$ cat config.mk
export PLATFORM = sky130hd
export DESIGN_NAME = eca_row_sequencer
export DESIGN_NICKNAME = d
export VERILOG_FILES = /design/src/rtl/eca_row_sequencer.sv
export SDC_FILE = /design/constraint.sdc
export NUM_CORES = 1
export LEC_CHECK = 0
export ABC_AREA = 1
export BUFFER_PORTS_ARGS = -buffer_cell sky130_fd_sc_hd__buf_2
export CAP_MARGIN = 15
export CORE_AREA = 2 2 66 68
export CTS_CLUSTER_DIAMETER = 50
export DETAILED_ROUTE_END_ITERATION = 7
export DIE_AREA = 0 0 68 70
export GPL_TIMING_DRIVEN = 1
export MAX_ROUTING_LAYER = met4
export PLACE_DENSITY_LB_ADDON = 0.2
export SETUP_SLACK_MARGIN = 0.2
export SLEW_MARGIN = 10
export SYNTH_ARGS = -nofsm -noshare
export SYNTH_HDL_FRONTEND = slang
export SYNTH_SLANG_ARGS = --single-unit
$ cat constraint.sdc
create_clock -name clk -period 3.37 [get_ports clk]
set_clock_uncertainty 0.05 [all_clocks]
set_input_delay 0.5055 -clock clk [delete_from_list [all_inputs] [get_ports clk]]
set_output_delay 0.5055 -clock clk [all_outputs]
set_load 0.01 [all_outputs]
$ cat src/rtl/eca_row_sequencer.sv
// eca_row_sequencer: holds one CA row and updates it serially, one cell per cycle, through an external rule stage.
// Optional macro ECA_WRAP_EN selects a periodic boundary; otherwise out-of-range neighbours read as 0.
module eca_row_sequencer #(
    parameter int WIDTH = 8,
    parameter int GW    = 8
) (
    input  logic             clk,
    input  logic             rst,
    input  logic             load,
    input  logic [WIDTH-1:0] seed,
    input  logic             start,
    input  logic [GW-1:0]    gens,
    output logic             busy,
    output logic             done,
    output logic [WIDTH-1:0] row,
    output logic             rule_in1,
    output logic             rule_in2,
    output logic             rule_in3,
    input  logic             rule_out
);
    localparam int IW = (WIDTH > 1) ? $clog2(WIDTH) : 1;
    localparam logic [IW-1:0] LAST = IW'(WIDTH - 1);

    typedef enum logic [1:0] {IDLE, SCAN, COMMIT, FINISH} state_t;

    state_t           state_q, state_d;
    logic [WIDTH-1:0] row_q, row_d, next_q, next_d;
    logic [IW-1:0]    idx_q, idx_d;
    logic [GW-1:0]    gen_left_q, gen_left_d;
    logic [WIDTH+1:0] ext, win;

    // ext[0] is cell[-1], ext[WIDTH+1] is cell[WIDTH]; the window starting at idx is {left, centre, right}
`ifdef ECA_WRAP_EN
    assign ext = {row_q[0], row_q, row_q[WIDTH-1]};
`else
    assign ext = {1'b0, row_q, 1'b0};
`endif
    assign win = ext >> idx_q;

    assign busy     = state_q != IDLE;
    assign done     = state_q == FINISH;
    assign row      = row_q;
    assign rule_in1 = (state_q == SCAN) ? win[2] : 1'b0;
    assign rule_in2 = (state_q == SCAN) ? win[1] : 1'b0;
    assign rule_in3 = (state_q == SCAN) ? win[0] : 1'b0;

    always_comb begin
        state_d    = state_q;
        row_d      = row_q;
        next_d     = next_q;
        idx_d      = idx_q;
        gen_left_d = gen_left_q;
        case (state_q)
            IDLE: begin
                if (load) begin
                    row_d = seed;
                end else if (start) begin
                    if (gens == '0) begin
                        state_d = FINISH;
                    end else begin
                        gen_left_d = gens;
                        idx_d      = '0;
                        state_d    = SCAN;
                    end
                end
            end
            SCAN: begin
                next_d[idx_q] = rule_out;
                idx_d         = idx_q + 1'b1;
                state_d       = (idx_q == LAST) ? COMMIT : SCAN;
            end
            COMMIT: begin
                row_d      = next_q;
                gen_left_d = gen_left_q - 1'b1;
                idx_d      = '0;
                state_d    = (gen_left_q == GW'(1)) ? FINISH : SCAN;
            end
            FINISH:  state_d = IDLE;
            default: state_d = IDLE;
        endcase
    end

    always_ff @(posedge clk) begin
        if (rst) begin
            state_q    <= IDLE;
            row_q      <= '0;
            next_q     <= '0;
            idx_q      <= '0;
            gen_left_q <= '0;
        end else begin
            state_q    <= state_d;
            row_q      <= row_d;
            next_q     <= next_d;
            idx_q      <= idx_d;
            gen_left_q <= gen_left_d;
        end
    end
endmodule
==> results of run 1 <==
## placed cells by master, fill, tap and decap left out
cell type	n
inv_1	25
nor2_1	25
buf_2	33
nand3_1	18
clkbuf_1	1
a31oi_1	10
nand3_2	1
or2_2	1
dfxtp_1	29
nand2_4	1
nand3b_1	1
nor2_4	1
nand4_1	2
clkinv_2	2
inv_2	5
ha_1	9
nor2_2	1
clkbuf_8	5
o21ai_0	24
o21ai_1	9
a41oi_1	1
xnor2_1	1
o211ai_1	2
nand2_1	67
a21oi_1	26
nor3_1	1
o21ai_2	2
## report_power, final
group	switching (mW)	total (mW)	internal [mW]	leakage [nW]
combinational	0.390	0.595	0.205	0.646
clock	0.132	0.275	0.143	0.0450
sequential	0.0707	0.485	0.414	0.238
## cell type report
type                       count  area, um2
clock buffer                   6       72.6
fill                         447       2110
timing repair buffer          33        165
multi-input combinational    203       1030
clock inverter                 2       10.0
sequential                    29        581
inverter                      30        113
tap                           52       65.1
## worst max-delay path by stage
| stage | cells past startpoint | slack [ns] | from | endpoint |
|---|---|---|---|---|
| 2_1_floorplan | 6 | 1.66 | idx_q[0] | rule_in1 |
| 3_3_place_gp | 6 | 1.27 | state_q[0] | row[7] |
| 3_5_place_dp | 6 | 1.22 | state_q[0] | row[0] |
| 4_1_cts | 7 | 1.16 | idx_q[2] | rule_in2 |
| 5_1_grt | 6 | 0.94 | state_q[0] | row[0] |
| 6_report | 4 | 1.13 | idx_q[0] | rule_in1 |
## tightest hold or removal path, cell delays in order (launching register included)
cell and delay [ns]:
dfxtp_1 0.31, nand2_1 0.05, a31oi_1 0.07
## stage by stage
step / cells / setup WS [ns]
after floorplan: 271 / 1.66
after global placement: 347 / 1.27
after detailed placement: 347 / 1.22
after CTS: 355 / 1.16
after global routing: 355 / 0.938
final: 355 / 1.13
## metal layers
layer	wire [um]	global-route usage, %	up-vias
li1	-	-	958
met1	2330	29.8	803
met2	1940	30.3	46
met3	190	4.35	6
met4	37	4.89	0
met5	0	-	-
## cell families (layout without fill, tap and decap cells)
group | after synthesis | after routing
AO/OA/AOI/OAI | 74 | 74
XOR/XNOR | 1 | 1
adder cells (fa/ha/maj) | 9 | 9
buffers and inverters | 39 | 71
flip-flops | 29 | 29
AND/OR/NAND/NOR | 119 | 119
## state kept, by name (all words and copies together) (netlist names)
register and flops:
row 8, state_q 2, idx_q 3, next_q 8, gen_left_q 8
==> out/qor.txt, run 1 <==
Reg2Reg Capture Point -> row[3]
Worst Hold Endpoint -> row[4]
Seq/Total Area, Yosys -> 33.0%
Main combinational cell family by area after synthesis -> simple AND/OR/NAND/NOR gates
Setup violations, final -> 0
Fin. Hold Viols -> 0
Post-Route WL -> 4490 um
CP Capture Type -> output port
Top cells by count, synth -> 67 x nand2_1, 29 x dfxtp_1, 26 x a21oi_1
Max Transition Viols Final -> 0
Layout cell share with drive strength beyond 1 -> 17.2%
Post-cts hold buffer count -> 0
# Post-CTS Setup Buffers -> 0
CP max-delay cell -> dfxtp_1
Antenna Nets Post-Route -> 0
Dominant synthesized flop cell -> dfxtp_1
Post-route cell area -> 0.00203 mm2
Number of port buffers -> 33
Design Power -> 1.35 mW
Clock Path Buffers -> 2
Top-count cell post-synth -> nand2_1
Clk root buf -> clkbuf_8
Area share of fa/ha/maj cells after synthesis -> 6.40%
Post-synth ARST share -> 0%
Kind of start point of the critical path -> register
Synth area leader -> dfxtp_1
Hold_sp -> next_q[4]
WP buf/inv -> 1
Overall routing resource usage -> 20.9%
Post-DP Area -> 0.00195 mm2
# diodes -> 0
Dominant cells by area after synthesis -> dfxtp_1 33%, nand2_1 14%, a21oi_1 7.4%
Remaining global-route overflow -> 0
Core Area -> 0.00414 mm2
Seq cells post-synth -> 29
Crit path DAT -> 1.68 ns
Setup CP Type -> reg2out
Yosys warnings -> 0
Initial DRT Pass Iterations -> 4
Post-DR vias/cell -> 5.11
Peak Freq -> 447 MHz
Synthesized Nets -> 301
Chip Height -> 70 um
Post-Syn Area per Cell -> 6.50 um2
Initial antenna violation count -> 0
Period utilisation layout -> 66.3%
RR Startpoint -> state_q[0]
Family with the most delay on the worst path -> flip-flops
Reg2reg path depth -> 6
# DRC -> 0
Post-synthesis mux area share -> 0%
Synth top area share -> 33.0%
Crit path cell chain -> o21ai_0 > a21oi_1 > a31oi_1 > buf_2
R2R setup slack -> 1.19 ns
Status -> completed
Area grow syn2layout -> 15.4%
Core Util, Final -> 49.0%
Largest stage delay, worst path -> 0.73 ns
XOR/XNOR share of the synthesized area -> 0.498%
Num CTS Buffers -> 5
Number of global-route vias before repair -> 1647
Clk sinks -> 29
Cells after synthesis -> 271
Compound-cell area share of the yosys netlist -> 22.7%
First-pass GRT wire length -> 7560 um
Clk Latency, worst-skew pair -> 0.28 ns
Final GP Congestion -> 0.912
RSZ-0062 raised after global routing -> false
HPWL after DPL -> 3440 um
Required @ worst endpoint -> 2.81 ns
Peak supply drop -> 346 uV
WHS -> 0.429 ns
Crit-path max FO -> 20
Drt wl/cell -> 12.7 um
I/O Pins -> 34
Resized cells post-CTS -> 0
Worst Max-Slew Pin Slew -> 0.644 ns
Die width -> 68 um
Nets -> 332
CTS tree -> yes
Post-synthesis cell type count -> 26
Vias -> 1813
Clock transition at path regs -> 0.06 ns
Max Cap Viol -> 0
Max_slew headroom -> 57.0%
Die area -> 0.00476 mm2
Post-synth EDFFs -> 0
1st-iter DRT viols -> 144
PwrDens -> 667 mW/mm2
Worst Hold Class -> reg2reg
Initial Util -> 42.5%
Fin Setup TNS -> 0 ns
Mapped cell area -> 0.00176 mm2
Hold Crit Depth -> 2
Simple-gate share of the synthesized area -> 28.7%
Pin count of the biggest net entering global routing -> 24
Num rows -> 24
Static leakage -> 0.929 nW
CTS H-tree lvls -> 2
Tmin final -> 2.24 ns
(Power assumes the default switching activity.)
==> run 2: changes to the inputs <==
Clock period 3.37 ns to 2.3 ns, I/O delays scaled along.
==> run 2 against run 1 <==
Net effect:
- flip-flop and latch count stayed put
- count of clock-buffer cells in the layout is 1 higher
- cell count is 0.28% higher
- first-iteration DRC count is 15% higher
- die area stayed put
- core utilization is 1.4 points higher
- sequential share of layout area is 0.61 points lower
- highest routed layer unchanged
==> out/qor.txt, run 2 (same netlist as run 1, synthesis figures left out) <==
RSZ-0062 raised after global routing -> false (unchanged)
Most frequent cells in the layout -> 67 x nand2_1, 33 x buf_2, 26 x a21oi_1, 26 x dfxtp_1, 25 x inv_1 (was 67 x nand2_1, 33 x buf_2, 29 x dfxtp_1)
Post-DR vias/cell -> 5.06 (was 5.11)
Clk pwr share -> 25.8% (was 20.3%)
Clock Path Buffers -> 2 (unchanged)
Setup violations, final -> 0 (unchanged)
Max Transition Viols Final -> 0 (unchanged)
Drt wl/cell -> 13.1 um (was 12.7 um)
Reg area -> 584 um2 (was 581 um2)
Worst Max-Slew Pin Slew -> 0.591 ns (was 0.644 ns)
Top Metal Used -> met4 (unchanged)
HPWL after DPL -> 3380 um (was 3440 um)
Period utilisation layout -> 82.9%
Peak Freq -> 525 MHz
Layout cell share with drive strength beyond 1 -> 19.4% (was 17.2%)
Pint -> 1.27 mW (was 761 uW)
# DRC -> 0 (unchanged)
Worst Hold Class -> in2reg (was reg2reg)
Die width -> 68 um (unchanged)
Met2 wire length -> 2050 um (was 1940 um)
Commonest non-fill, non-tap cell in the layout -> nand2_1 (unchanged)
Area grow syn2layout -> 18.7% (was 15.4%)
Chip Height -> 70 um (unchanged)
Number of port buffers -> 33 (unchanged)
Clk Latency, worst-skew pair -> 0.28 ns (about the same)
Post-Route WL -> 4650 um (was 4490 um)
Num CTS Buffers -> 5 (unchanged)
Met3 WL post-DR -> 186 um (was 190 um)
Fin. Hold Viols -> 0 (unchanged)
Post-cts hold buffer count -> 0 (unchanged)
Design Power -> 2.17 mW (was 1.35 mW)
Max Cap Viol -> 0 (unchanged)
Post-DP Area -> 0.00196 mm2 (was 0.00195 mm2)
I/O Pins -> 34 (unchanged)
CTS tree -> yes (unchanged)
Comb power frac -> 41.2% (was 43.9%)
Die area -> 0.00476 mm2 (unchanged)
Switching share of total power -> 41.4% (was 43.8%)
Resized cells post-CTS -> 1 (was 0)
Overall routing resource usage -> 22.9% (was 20.9%)
Clk root buf -> clkbuf_8 (unchanged)
Antenna Nets Post-Route -> 0 (unchanged)
Num rows -> 24 (unchanged)
CTS H-tree lvls -> 2 (unchanged)
Final GP Congestion -> 0.926 (was 0.912)
Status -> completed (unchanged)
Kind of start point of the critical path -> register (unchanged)
Tmin final -> 1.91 ns
Nets -> 333 (was 332)
First-pass GRT wire length -> 8050 um (was 7560 um)
Vias -> 1802 (was 1813)
Number of global-route vias before repair -> 1696 (was 1647)
Clock transition at path regs -> 0.07 ns (was 0.06 ns)
CP Capture Type -> output port (unchanged)
Fin Setup TNS -> 0 ns (unchanged)
# Post-CTS Setup Buffers -> 0 (unchanged)
Post-route cell area -> 0.00209 mm2 (was 0.00203 mm2)
Area occupied by multi-input gates -> 0.00104 mm2 (was 0.00103 mm2)
Remaining global-route overflow -> 0 (unchanged)
Setup CP Type -> reg2out (unchanged)
Max_slew headroom -> 60.6% (was 57.0%)
Sw Pwr -> 898 uW (was 593 uW)
PwrDens -> 1040 mW/mm2 (was 667 mW/mm2)
Initial DRT Pass Iterations -> 4 (unchanged)
Static leakage -> 0.949 nW (was 0.929 nW)
1st-iter DRT viols -> 165 (was 144)
Crit-path max FO -> 5 (was 20)
Initial antenna violation count -> 0 (unchanged)
# diodes -> 0 (unchanged)
Clk sinks -> 29 (unchanged)
Reg power frac -> 33.0% (was 35.8%)
Required @ worst endpoint -> 1.90 ns (was 2.81 ns)
Peak supply drop -> 451 uV (was 346 uV)
Initial Util -> 42.5% (unchanged)
Crit path DAT -> 1.51 ns (was 1.68 ns)
Fillers -> 449 (was 447)
Core Area -> 0.00414 mm2 (unchanged)
Pin count of the biggest net entering global routing -> 24 (unchanged)
M1 WL -> 2360 um (was 2330 um)
==> run 2: changes by cell type in the layout (fill, tap and decap cells not counted), moves of 2 or more <==
cell,change
dfxtp_2,+3
nor2_1,-3
clkinv_2,-2
nor2_2,+2
dfxtp_1,-3
==> run 2: path summary, 6_finish.rpt <==
check	start	to	slack (ns)	cells past startpoint
max	idx_q[2]	rule_in2	0.39	7
min	seed[0]	row[0]	0.28	3
max reg2reg	state_q[0]	row[1]	0.50	6
min reg2reg	gen_left_q[5]	gen_left_q[5]	0.41	2
==> run 2: per-stage QoR <==
stage               setup slack [ns]  instances  util (%)  hold WS [ns]
finish                         0.394        356      50.4         0.276
global route                   0.216        356      50.4         0.283
CTS                            0.218        356      50.1         0.271
detailed placement             0.497        348      47.2         0.401
global placement               0.482        348      47.2         0.402
floorplan                      0.754        271         -         0.364
==> run 2: routing by layer <==
metal / vias to the layer above / track usage [%]
li1: 960 / -
met1: 808 / 32.4
met2: 29 / 32.7
met3: 5 / 5.31
met4: 0 / 6.22
met5: - / -
==> run 2: power by group through the flow <==
| stage | Clock (mW) | Combinational (mW) | Sequential (mW) |
|---|---|---|---|
| global route | 0.597 | 1.03 | 0.737 |
| global placement | 0 | 0.874 | 0.716 |
| CTS | 0.569 | 0.883 | 0.707 |
| floorplan | 0 | 0.667 | 0.701 |
| detailed placement | 0 | 0.878 | 0.718 |
| finish | 0.560 | 0.893 | 0.716 |
==> run 2: layout make-up <==
class / instances / share of cell area, %
flip-flops and latches: 29 / 28.0
repair buffers: 34 / 8.26
multi-input cells: 203 / 49.7
inverters: 30 / 5.39
clock inverters: 1 / 1.44
clock buffers: 7 / 4.13
well taps: 52 / 3.11
==> run 2: critical path, stage by stage, from the launching register on <==
cell and delay (ns):
dfxtp_2 0.39, inv_1 0.08, nor2_2 0.18, inv_2 0.06
a21oi_1 0.10, o21ai_0 0.09, a31oi_1 0.16, buf_2 0.16
